===== src/rtl/a_bus_scheduler.sv =====
// Registered bus arbiter: grant lands one cycle after a request is seen in IDLE, handovers wait on ctrl_ack.
// Fixed priority with preemption or round robin, plus a hold-count split once a master has had the bus THRESH cycles.
module a_bus_scheduler #(
   parameter int NO_MASTERS = 4,
   parameter int NO_SLAVES  = 3,
   parameter int S_ID_WIDTH = $clog2(NO_SLAVES + 1),
   parameter int M_ID_WIDTH = (NO_MASTERS > 1) ? $clog2(NO_MASTERS) : 1,
   parameter int THRESH     = 8,
   parameter int CNT_WIDTH  = $clog2(THRESH + 1)
) (
   input  logic                  clk,
   input  logic                  rstN,
   input  logic                  mode,
   input  logic [S_ID_WIDTH-1:0] slave_id [0:NO_MASTERS-1],
   input  logic                  done,
   input  logic                  ctrl_ack,
   output logic                  grant_valid,
   output logic [M_ID_WIDTH-1:0] master_out,
   output logic [S_ID_WIDTH-1:0] slave_out,
   output logic                  new_grant,
   output logic                  switch_req,
   output logic                  switch_split,
   output logic                  grant_resume
);

   typedef enum logic [1:0] {IDLE, BUSY, HANDOVER} state_t;

   typedef struct packed {
      logic                  hit;
      logic [M_ID_WIDTH-1:0] idx;
   } pick_t;

   localparam logic [M_ID_WIDTH-1:0] LAST_M = M_ID_WIDTH'(NO_MASTERS - 1);

   // Fixed priority is a round-robin scan that starts just after the last index.
   function automatic pick_t pick(input logic [NO_MASTERS-1:0] mask,
                                  input logic                  rr,
                                  input logic [M_ID_WIDTH-1:0] ptr);
      pick_t                 r;
      logic [M_ID_WIDTH-1:0] idx;
      r   = '0;
      idx = rr ? ptr : LAST_M;
      for (int k = 0; k < NO_MASTERS; k++) begin
         idx = (idx == LAST_M) ? '0 : idx + M_ID_WIDTH'(1);
         if (mask[idx] && !r.hit) begin
            r.hit = 1'b1;
            r.idx = idx;
         end
      end
      return r;
   endfunction

   state_t                  state_q, state_d;
   logic                    grant_valid_q, grant_valid_d;
   logic [M_ID_WIDTH-1:0]   master_q, master_d;
   logic [S_ID_WIDTH-1:0]   slave_q, slave_d;
   logic                    new_grant_q, new_grant_d;
   logic                    switch_req_q, switch_req_d;
   logic                    switch_split_q, switch_split_d;
   logic                    grant_resume_q, grant_resume_d;
   logic [CNT_WIDTH-1:0]    hold_cnt_q, hold_cnt_d;
   logic [M_ID_WIDTH-1:0]   rr_ptr_q, rr_ptr_d;
   logic [NO_MASTERS-1:0]   susp_q, susp_d;
   logic [M_ID_WIDTH-1:0]   cand_q, cand_d;

   logic [NO_MASTERS-1:0]   req, split_mask, pre_mask;
   pick_t                   sel, split_pick, pre_pick;
   logic                    do_grant;
   logic [M_ID_WIDTH-1:0]   gnt_idx;

   always_comb begin
      for (int i = 0; i < NO_MASTERS; i++) begin
         req[i]        = (slave_id[i] != '0);
         split_mask[i] = req[i] && (M_ID_WIDTH'(i) != master_q) && (slave_id[i] != slave_q);
         pre_mask[i]   = req[i] && (M_ID_WIDTH'(i) < master_q);
      end
      sel        = pick(req, mode, rr_ptr_q);
      split_pick = pick(split_mask, mode, rr_ptr_q);
      pre_pick   = pick(pre_mask, 1'b0, '0);
   end

   always_comb begin
      state_d        = state_q;
      grant_valid_d  = grant_valid_q;
      master_d       = master_q;
      slave_d        = slave_q;
      new_grant_d    = 1'b0;
      switch_req_d   = switch_req_q;
      switch_split_d = switch_split_q;
      grant_resume_d = 1'b0;
      hold_cnt_d     = hold_cnt_q;
      rr_ptr_d       = rr_ptr_q;
      susp_d         = susp_q;
      cand_d         = cand_q;
      do_grant       = 1'b0;
      gnt_idx        = '0;

      case (state_q)
         IDLE: begin
            if (sel.hit) begin
               do_grant = 1'b1;
               gnt_idx  = sel.idx;
            end
         end
         BUSY: begin
            if (hold_cnt_q != CNT_WIDTH'(THRESH)) hold_cnt_d = hold_cnt_q + CNT_WIDTH'(1);
            if (done) begin
               grant_valid_d = 1'b0;
               state_d       = IDLE;
            end else if (hold_cnt_q == CNT_WIDTH'(THRESH) && split_pick.hit) begin
               switch_req_d   = 1'b1;
               switch_split_d = 1'b1;
               cand_d         = split_pick.idx;
               state_d        = HANDOVER;
            end else if (!mode && pre_pick.hit) begin
               switch_req_d   = 1'b1;
               switch_split_d = 1'b0;
               cand_d         = pre_pick.idx;
               state_d        = HANDOVER;
            end
         end
         HANDOVER: begin
            if (done) begin
               grant_valid_d  = 1'b0;
               switch_req_d   = 1'b0;
               switch_split_d = 1'b0;
               state_d        = IDLE;
            end else if (ctrl_ack) begin
               susp_d[master_q] = 1'b1;
               switch_req_d     = 1'b0;
               switch_split_d   = 1'b0;
               if (req[cand_q]) begin
                  do_grant = 1'b1;
                  gnt_idx  = cand_q;
               end else begin
                  grant_valid_d = 1'b0;
                  state_d       = IDLE;
               end
            end
         end
         default: state_d = IDLE;
      endcase

      if (do_grant) begin
         grant_valid_d   = 1'b1;
         new_grant_d     = 1'b1;
         master_d        = gnt_idx;
         slave_d         = slave_id[gnt_idx];
         grant_resume_d  = susp_d[gnt_idx];
         susp_d[gnt_idx] = 1'b0;
         rr_ptr_d        = gnt_idx;
         hold_cnt_d      = '0;
         state_d         = BUSY;
      end
   end

   always_ff @(posedge clk or negedge rstN) begin
      if (!rstN) begin
         state_q        <= IDLE;
         grant_valid_q  <= 1'b0;
         master_q       <= '0;
         slave_q        <= '0;
         new_grant_q    <= 1'b0;
         switch_req_q   <= 1'b0;
         switch_split_q <= 1'b0;
         grant_resume_q <= 1'b0;
         hold_cnt_q     <= '0;
         rr_ptr_q       <= LAST_M;
         susp_q         <= '0;
         cand_q         <= '0;
      end else begin
         state_q        <= state_d;
         grant_valid_q  <= grant_valid_d;
         master_q       <= master_d;
         slave_q        <= slave_d;
         new_grant_q    <= new_grant_d;
         switch_req_q   <= switch_req_d;
         switch_split_q <= switch_split_d;
         grant_resume_q <= grant_resume_d;
         hold_cnt_q     <= hold_cnt_d;
         rr_ptr_q       <= rr_ptr_d;
         susp_q         <= susp_d;
         cand_q         <= cand_d;
      end
   end

   assign grant_valid  = grant_valid_q;
   assign master_out   = master_q;
   assign slave_out    = slave_q;
   assign new_grant    = new_grant_q;
   assign switch_req   = switch_req_q;
   assign switch_split = switch_split_q;
   assign grant_resume = grant_resume_q;

endmodule


===== config.mk =====
export PLATFORM = sky130hd
export DESIGN_NAME = a_bus_scheduler
export DESIGN_NICKNAME = d
export VERILOG_FILES = /design/src/rtl/a_bus_scheduler.sv
export SDC_FILE = /design/constraint.sdc
export NUM_CORES = 1
export LEC_CHECK = 0
export CAP_MARGIN = 20
export CORE_MARGIN = 5
export CORE_UTILIZATION = 40
export CTS_BUF_LIST = sky130_fd_sc_hd__clkbuf_16
export CTS_CLUSTER_SIZE = 10
export DETAILED_ROUTE_END_ITERATION = 6
export GPL_TIMING_DRIVEN = 0
export PLACE_DENSITY = 0.59
export SYNTH_ARGS = -nofsm -noshare
export SYNTH_HDL_FRONTEND = slang
export SYNTH_SLANG_ARGS = --single-unit

===== constraint.sdc =====
create_clock -name clk -period 3.5 [get_ports clk]
set_clock_uncertainty 0.05 [all_clocks]
set_input_delay 0.525 -clock clk [delete_from_list [all_inputs] [get_ports clk]]
set_output_delay 0.525 -clock clk [all_outputs]
set_load 0.03 [all_outputs]

==> results of run 1 <==
[worst reg2reg max path: stages, from the launching register on]
cell,delay [ns]
dfrtp_1,0.54
inv_1,0.20
a22o_1,0.27
buf_4,0.16
nor4b_2,0.23
o21ai_0,0.14
a2111oi_0,0.44
nor4_1,0.13
[stage by stage]
stage / hold WS [ns] / util, % / setup slack [ns] / area [µm²]
2_1_floorplan: 0.179 / - / 1.29 / 1670
3_3_place_gp: 0.411 / 48.0 / 0.600 / 1930
3_5_place_dp: 0.422 / 48.0 / 0.570 / 1930
4_1_cts: 0.430 / 49.9 / 0.811 / 2010
5_1_grt: 0.479 / 50.6 / 0.613 / 2040
6_report: 0.425 / 50.6 / 0.801 / 2040
[placed cells by master, fill, tap and decap left out, types with 5 or more instances in the layout]
cell type,n
nand2_1,22
dfrtp_1,21
clkdlybuf4s50_1,20
nor2_1,16
o21ai_0,13
a21oi_1,10
inv_1,9
nor2b_1,7
a31oi_1,6
nand3_1,5
mux2i_1,5
[cells by family after synthesis]
family                     synth area share [%]
and+or+nand+nor                            22.9
muxes                                      3.67
adders and majority gates                  1.50
buffers and inverters                      5.40
xor gates and xnor gates                   1.57
DFF                                        34.6
AOI/OAI and AO/OA                          30.3
[metal layers]
layer	track usage (%)	up-vias	wire (µm)
li1	-	784	-
met1	22.3	779	2000
met3	2.43	14	182
met2	30.1	51	2270
met4	7.71	0	142
met5	0	-	0
[power by group through the flow]
stage / combinational (mW) / sequential [mW] / clock, mW
after floorplan: 0.571 / 0.512 / 0
after global placement: 0.885 / 0.453 / 0
after detailed placement: 0.910 / 0.455 / 0
after CTS: 0.915 / 0.451 / 0.248
after global routing: 1.01 / 0.464 / 0.264
final: 0.921 / 0.454 / 0.239
[cell type report]
cell class / count / area (µm²)
fillers: 393 / 1990
well taps: 50 / 62.6
inverters: 11 / 41.3
repair buffers: 21 / 228
clock buffers: 3 / 75.1
multi-input cells: 154 / 1000
flip-flops and latches: 23 / 578
clock inverters: 1 / 5.00
plain buffers: 8 / 48.8
[Yosys cell counts (all sizes together), types with 3 or more instances]
master | instances | area [µm²]
a2111oi | 4 | 41.3
a21oi | 11 | 58.8
a31o | 3 | 26.3
a31oi | 6 | 37.5
and2b | 4 | 31.3
buf | 5 | 36.3
clkbuf | 3 | 12.5
dfrtp | 21 | 526
inv | 11 | 41.3
mux2i | 5 | 50.1
nand2 | 22 | 82.6
nand2b | 4 | 25.0
nand3 | 5 | 25.0
nor2 | 16 | 60.1
nor2b | 7 | 43.8
nor4 | 3 | 18.8
o21ai | 18 | 93.8
o221ai | 3 | 26.3
or2 | 3 | 18.8
[flip-flops by register name, summed over array words and instances, names as in the netlist]
name / count
susp_q: 4
master_out: 2
state_q: 2
cand_q: 2
new_grant: 1
slave_out: 2
switch_req: 1
switch_split: 1
grant_resume: 1
hold_cnt_q: 4
rr_ptr_q: 2
grant_valid: 1
[final timing paths]
check,cells past startpoint,start,slack [ns],to
setup / recovery,7,slave_id[3],0.80,slave_out[1]
hold / removal,2,switch_req,0.43,switch_req
setup reg to reg,7,master_out[0],1.20,cand_q[1]
hold reg to reg,2,switch_req,0.43,switch_req
max in group asynchronous,2,rstN,2.44,rr_ptr_q[0]
min in group asynchronous,1,rstN,0.48,grant_resume
==> reports/results.tsv, run 1 <==
stage	metric	value	unit
synth	async_flop_share	100	%
power_and_ir_drop	leakage	0.816	nW
cts	postCtsHoldBufs	0	
min_path	hp-class	register to register	
cts	cts_buffers	3	
floorplanning	num_rows	23	
setup_path	critPathMaxFanout	9	
drt	via_per_inst	6.01	
cts	clk_pin_slew	0.06	ns
drt	routed_wirelength	4600	µm
power_and_ir_drop	switchingPower	735	µW
power_and_ir_drop	p_seq_share	28.1	%
synth	synth_area	1670	µm²
cts	ctsResizeCount	0	
sta	period_minus_slack	2.70	ns
global_route	track_usage	17.7	%
floorplanning	core	4030	µm²
cts	cts-htree-levels	1	
power_and_ir_drop	max-vdd-ir-drop	370	µV
synth	syn-num-nets	211	
global_route	antenna_found_initial	0	
setup_path	critPathSlowestCell	o311ai_0	
cts	clockBufferDepth	2	
layout	syn_to_final_growth	22.2	%
sta	max_slew_margin	54.6	%
floorplanning	initial_core_util	41.4	%
cts	cts_setup_buffers	0	
placed_design	dp.cells	266	
cts	cts-root-buf	clkbuf_16	
drt	drt-initial-drc-count	168	
sta	tightest_slew	0.673	ns
setup_path	crit_buf_inv	2	
drt	vias	1628	
global_route	grt_pass1_vias	1628	
sta	hold_violations	0	
setup_path	critPathKind	input pin to register	
drt	drc	0	
layout	nets	237	
layout	fin_cells	271	
cts	cts.sinks	23	
synth	syn_inst	196	
run	cap_violations	0	
synth	synth_area_per_cell	8.52	µm²
placed_design	io_buffers	20	
synth	synth-edff-count	0	
setup_path	arrival	2.76	ns
power_and_ir_drop	power	1.61	mW
floorplanning	pin_count	22	
power_and_ir_drop	p_int	878	µW
synth	yosys_warnings	0	
power_and_ir_drop	power_density	791	nW/µm²
cts	clock_latency	0.25	ns
global_route	grt_pass1_wl	7650	µm
sta	min_period_over_period	77.1	%
layout	antenna_cells	0	
synth	ys_types	62	
setup_path	cp_top_family	compound AO/OA/AOI/OAI gates	
setup_path	start_kind	input pin	
sta	rsz0062_at_grt	no	
drt	antenna_left	0	
setup_path	cp_data_required_time	3.56	ns
floorplanning	dieArea	5560	µm²
power_and_ir_drop	swShare	45.6	%
power_and_ir_drop	pwr-share-comb	57.1	%
floorplanning	die_x	74.6	µm
global_route	gr-total-overflow	0	
drt	firstDrtPassIters	4	
synth	synthFlopType	dfrtp_1	
layout	drive_gt1_share	13.1	%
placed_design	hpwl	3500	µm
synth	synth-seq-area-share	34.6	%
placed_design	place_congestion	0.944	
status	status	finished clean	
sta	setup_viol	0	
sta	finalMaxSlewViolations	0	
setup_path	crit_chain	clkdlybuf4s50_1, o311ai_0, o21ai_1, a21oi_2, inv_2, nand2_1, o221ai_1	
global_route	grt_max_degree	24	
floorplanning	dieHeight	74.6	µm
setup_path	end_kind	register	
cts	cts_tree	built	
sta	fin_tns_setup	0	ns
setup_path	slowest_delay	0.67	ns
drt	wire_per_inst	17.0	µm
power_and_ir_drop	clkPwrFrac	14.8	%
synth	ys_ff_latch	23	
sta	fmax	0.371	GHz
(Power assumes the default switching activity.)
==> run 2: changes to the inputs <==
==> constraint.sdc (replaced) <==
create_clock -name clk -period 2.6 [get_ports clk]
set_clock_uncertainty 0.05 [all_clocks]
set_input_delay 0.39 -clock clk [delete_from_list [all_inputs] [get_ports clk]]
set_output_delay 0.39 -clock clk [all_outputs]
set_load 0.03 [all_outputs]
==> reports/results.tsv, run 2 (synthesis results as in run 1) <==
stage	metric	value	unit	change
power_and_ir_drop	leakage	0.823	nW	+0.85%
layout	syn_to_final_growth	23.3	%	
cts	clockBufferDepth	2		unchanged
setup_path	r2r_cells	7		unchanged
global_route	grt_pass1_vias	1628		unchanged
power_and_ir_drop	clkPwrFrac	14.7	%	about the same
power_and_ir_drop	pwr-share-comb	57.6	%	+0.5 points
placed_design	place_congestion	0.944		unchanged
setup_path	setup.worst_path.start	slave_id[5]		
drt	vias	1640		+0.74%
global_route	gr-total-overflow	0		unchanged
floorplanning	num_rows	23		unchanged
sta	fmax	0.400	GHz	
setup_path	cp-endpoint	grant_resume		
floorplanning	initial_core_util	41.4	%	unchanged
layout	reg_top3	hold_cnt_q (4), susp_q (4)		
sta	max_slew_margin	64.9	%	+10 points
cts	cts-root-buf	clkbuf_16		
layout	final_cell_mix	22 x nand2_1, 21 x dfrtp_1, 20 x clkdlybuf4s50_1, 15 x nor2_1, 13 x o21ai_0		
setup_path	arrival	2.62	ns	-0.14 ns
power_and_ir_drop	p_int	1.20	mW	+36%
setup_path	r2r-end	cand_q[1]		
sta	tightest_slew	0.524	ns	-0.149 ns
cts	postCtsHoldBufs	0		unchanged
setup_path	critPathKind	input pin to register		
drt	wire_per_inst	17.1	µm	+0.61%
setup_path	reg2reg_from	master_out[0]		
floorplanning	die_x	74.6	µm	unchanged
drt	drt-initial-drc-count	147		-13%
sta	fin_hold_ws	0.347	ns	-0.0780 ns
drt	via_per_inst	6.03		+0.37%
power_and_ir_drop	swShare	45.5	%	about the same
run	cap_violations	0		unchanged
cts	cts.sinks	23		unchanged
placed_design	hpwl	3500	µm	unchanged
sta	min_period_over_period	96.1	%	
floorplanning	dieArea	5560	µm²	unchanged
global_route	antenna_found_initial	0		unchanged
setup_path	end_kind	register		
sta	period_minus_slack	2.50	ns	
power_and_ir_drop	power	2.20	mW	+36%
layout	nets	238		+0.42%
power_and_ir_drop	power_density	1070	nW/µm²	+35%
sta	fin_tns_setup	0	ns	unchanged
global_route	grt_max_degree	24		unchanged
layout	antenna_cells	0		unchanged
layout	drive_gt1_share	14.0	%	+0.84 points
cts	clk_pin_slew	0.06	ns	about the same
setup_path	start_kind	input pin		
global_route	grt_pass1_wl	7650	µm	unchanged
status	status	finished clean		
cts	cts_tree	built		
drt	firstDrtPassIters	5		+1
placed_design	io_buffers	20		unchanged
drt	routed_wirelength	4640	µm	+0.98%
sta	hold_violations	0		unchanged
floorplanning	pin_count	22		unchanged
setup_path	cp_data_required_time	2.72	ns	-0.84 ns
cts	cts_buffers	3		unchanged
setup_path	r2r_setup_slack	0.35	ns	-0.85 ns
min_path	hp-class	input pin to async pin		
power_and_ir_drop	switchingPower	1.00	mW	+36%
layout	multi_input_area	1010	µm²	+1.1%
layout	final_common_cell	nand2_1		
drt	antenna_left	0		unchanged
power_and_ir_drop	max-vdd-ir-drop	515	µV	+39%
layout	fin_util	51.1	%	+0.47 points
cts	clock_latency	0.25	ns	about the same
sta	finalMaxSlewViolations	0		unchanged
sta	setup_viol	0		unchanged
global_route	track_usage	17.7	%	unchanged
setup_path	critPathMaxFanout	7		-2
cts	cts-htree-levels	1		unchanged
layout	seq_area	578	µm²	unchanged
layout	fillCellCount	389		-1.0%
power_and_ir_drop	p_seq_share	27.8	%	-0.3 points
drt	drc	0		unchanged
floorplanning	core	4030	µm²	unchanged
floorplanning	dieHeight	74.6	µm	unchanged
[run 2: cell types whose count changed in the layout (fill, tap and decap cells not counted), sizes merged]
cell  change
buf       +1
[run 2: critical path, cell delays in order]
cell and delay (ns):
clkdlybuf4s50_1 0.53, or4_1 0.57, a31oi_1 0.19, o221ai_1 0.17
o21ai_2 0.18, mux2_2 0.39, a211oi_2 0.21
[run 2: layout make-up]
cell class | instances | share of cell area, %
buffer | 8 | 2.37
clock buffer | 3 | 3.65
clock inverter | 1 | 0.243
inverter | 11 | 2.01
multi-input combinational | 154 | 49.2
sequential | 23 | 28.1
tap | 50 | 3.04
timing repair buffer | 22 | 11.4
[run 2: repair_timing]
item | 4_1_cts | 5_1_grt
setup endpoints to repair | 0 | 7
setup buffers | 0 | 1
gates resized for setup | 0 | 4
[run 2: metrics by stage]
stage | cell area, µm² | worst slack (ns) | cells
after floorplan | 1670 | 0.484 | 196
after global placement | 1930 | -0.165 | 266
after detailed placement | 1930 | -0.195 | 266
after CTS | 2010 | 0.0461 | 270
after global routing | 2060 | -0.0215 | 272
final | 2060 | 0.102 | 272
[run 2: worst min-delay path by stage]
stage	to	slack, ns
after floorplan	cand_q[0]	0.04
after global placement	switch_req	0.41
after detailed placement	switch_req	0.42
after CTS	switch_req	0.43
after global routing	susp_q[1]	0.35
final	grant_resume	0.35
[run 2: layer usage]
| metal | vias up | GRT usage (%) | wire length, µm |
|---|---|---|---|
| li1 | 785 | - | - |
| met1 | 794 | 22.3 | 2000 |
| met2 | 49 | 30.1 | 2310 |
| met3 | 12 | 2.43 | 205 |
| met4 | 0 | 7.71 | 116 |
| met5 | - | 0 | 0 |
[run 2: power groups by stage]
stage	Sequential, mW	Combinational (mW)	Clock (mW)
floorplan	0.689	0.769	0
global placement	0.610	1.19	0
detailed placement	0.613	1.23	0
CTS	0.607	1.23	0.334
global route	0.626	1.39	0.356
finish	0.611	1.27	0.322
==> run 3: changes to the inputs <==
--- a/config.mk
+++ b/config.mk
@@ -6,7 +6,7 @@
 export NUM_CORES = 1
 export LEC_CHECK = 0
 export CAP_MARGIN = 20
-export CORE_MARGIN = 5
+export CORE_MARGIN = 4
 export CORE_UTILIZATION = 40
 export CTS_BUF_LIST = sky130_fd_sc_hd__clkbuf_16
 export CTS_CLUSTER_SIZE = 10
==> reports/results.tsv, run 3 (synthesis results as in run 1) <==
stage	metric	value	unit	change
floorplanning	dieArea	5270	µm²	-5.3%
drt	wire_per_inst	17.0	µm	-0.39%
drt	via_per_inst	5.98		-0.86%
setup_path	arrival	2.63	ns	about the same
global_route	met3_usage	3.58	%	+1.1 points
floorplanning	dieHeight	72.6	µm	-2.7%
global_route	grt_max_degree	24		unchanged
cts	cts-htree-levels	1		unchanged
cts	clk_pin_slew	0.06	ns	about the same
floorplanning	initial_core_util	41.4	%	unchanged
sta	period_minus_slack	2.51	ns	+0.0139 ns
power_and_ir_drop	clkPwrFrac	14.8	%	about the same
global_route	grt_pass1_wl	7770	µm	+1.5%
layout	reg_top3	hold_cnt_q (4), susp_q (4)		
setup_path	end_kind	register		
layout	antenna_cells	0		unchanged
power_and_ir_drop	pwr-share-comb	57.2	%	-0.4 points
cts	cts_buffers	3		unchanged
drt	routed_wirelength	4610	µm	-0.75%
drt	firstDrtPassIters	4		-1
cts	clockBufferDepth	2		unchanged
floorplanning	die_x	72.6	µm	-2.7%
drt	drt-initial-drc-count	167		+14%
layout	nets	237		-0.42%
global_route	track_usage	18.6	%	+0.85 points
floorplanning	pin_count	22		unchanged
drt	drc	0		unchanged
cts	cts-root-buf	clkbuf_16		
global_route	met2_usage	30.1	%	-0.086 points
floorplanning	num_rows	23		unchanged
layout	drive_gt1_share	13.6	%	-0.39 points
sta	setup_viol	0		unchanged
layout	final_area	2070	µm²	+0.49%
layout	syn_to_final_growth	23.9	%	
power_and_ir_drop	power_density	1050	nW/µm²	-1.3%
placed_design	place_congestion	0.918		-2.8%
layout	fin_util	51.3	%	+0.25 points
sta	hold_violations	0		unchanged
sta	min_period_over_period	96.6	%	+0.53 points
floorplanning	core	4030	µm²	unchanged
global_route	use_met1	24.6	%	+2.3 points
sta	max_slew_margin	59.9	%	-5.0 points
setup_path	cp_data_required_time	2.72	ns	about the same
placed_design	io_buffers	20		unchanged
global_route	antenna_found_initial	0		unchanged
setup_path	slowest_delay	0.60	ns	+0.03 ns
layout	fillCellCount	384		-1.3%
power_and_ir_drop	switchingPower	997	µW	-0.49%
setup_path	critPathKind	input pin to register		
sta	rsz0062_at_grt	no		
min_path	hp-class	input pin to async pin		
power_and_ir_drop	max-vdd-ir-drop	485	µV	-5.9%
placed_design	hpwl	3460	µm	-1.3%
power_and_ir_drop	power	2.18	mW	-0.81%
cts	cts.sinks	23		unchanged
sta	tightest_slew	0.599	ns	+0.0750 ns
power_and_ir_drop	leakage	0.874	nW	+6.2%
sta	finalMaxSlewViolations	0		unchanged
global_route	gr-total-overflow	0		unchanged
layout	final_cell_mix	22 x nand2_1, 21 x dfrtp_1, 16 x nor2_1, 14 x clkdlybuf4s50_1, 13 x o21ai_0		
layout	final_common_cell	nand2_1		
status	status	finished clean		
placed_design	place_area	1930	µm²	unchanged
setup_path	crit_chain	clkdlybuf4s50_1, or4_1, a31oi_1, o221ai_1, o21ai_2, mux2_2, a211oi_2		
global_route	top_usage_layer	met2		
setup_path	start_kind	input pin		
setup_path	r2r_setup_slack	0.38	ns	+0.03 ns
cts	cts_tree	built		
cts	postCtsHoldBufs	0		unchanged
power_and_ir_drop	swShare	45.7	%	+0.15 points
power_and_ir_drop	p_seq_share	28.0	%	+0.2 points
power_and_ir_drop	p_int	1.19	mW	-1.1%
cts	clock_latency	0.25	ns	about the same
sta	fmax	0.398	GHz	-0.55%
drt	antenna_left	0		unchanged
run	cap_violations	0		unchanged
setup_path	critPathMaxFanout	6		-1
cts	cts_setup_buffers	0		unchanged
drt	vias	1620		-1.2%
global_route	grt_pass1_vias	1601		-1.7%
setup_path	critPathSlowestCell	or4_1		
-- run 3: worst max-delay path, delay by kind of cell --
| family | cells | cell delay [ns] |
|---|---|---|
| compound gates | 4 | 0.74 |
| simple gates | 1 | 0.60 |
| buf+inv | 1 | 0.51 |
| mux | 1 | 0.39 |
-- run 3: cell type report --
class / instances / area (µm²) / area share [%]
Buffer: 8 / 48.8 / 2.36
Tap cell: 50 / 62.6 / 3.02
Clock buffer: 3 / 75.1 / 3.63
Clock inverter: 1 / 5.00 / 0.242
Inverter: 11 / 41.3 / 2.00
Sequential cell: 23 / 578 / 27.9
Multi-Input combinational cell: 154 / 1010 / 49.1
Timing Repair Buffer: 21 / 243 / 11.7
-- run 3: power by group through the flow --
stage          Clock [mW]  Combinational [mW]  Sequential, mW
6_report            0.323                1.25           0.610
5_1_grt             0.354                1.39           0.630
4_1_cts             0.333                1.23           0.608
3_5_place_dp            0                1.22           0.613
3_3_place_gp            0                1.19           0.610
2_1_floorplan           0               0.769           0.689
-- run 3: final timing paths --
check	depth (start not counted)	endpoint	startpoint
setup reg to reg	7	cand_q[1]	master_out[0]
max in group asynchronous	2	rr_ptr_q[0]	rstN
hold reg to reg	2	switch_req	switch_req
setup / recovery	7	grant_resume	slave_id[7]
min in group clk	2	switch_req	switch_req
hold / removal	1	cand_q[0]	rstN
-- run 3: what timing repair did --
item	CTS	global route
endpoints found under the hold margin	0	0
setup endpoints to repair	2	7
pin swaps	0	2
gates resized for setup	1	8
-- run 3: metrics by stage --
stage                     setup slack [ns]  setup TNS [ns]  cells  hold WS, ns
after floorplan                      0.484               0    196       0.0444
after global placement              -0.162          -0.713    266        0.413
after detailed placement            -0.315           -2.69    266        0.422
after CTS                           0.0436               0    270        0.435
after global routing                0.0256               0    271        0.394
final                               0.0881               0    271        0.367
-- run 3: per-layer routing --
layer	vias up	wire length, µm
li1	785	-
met1	786	2060
met2	43	2270
met3	6	209
met4	0	64
met5	-	0
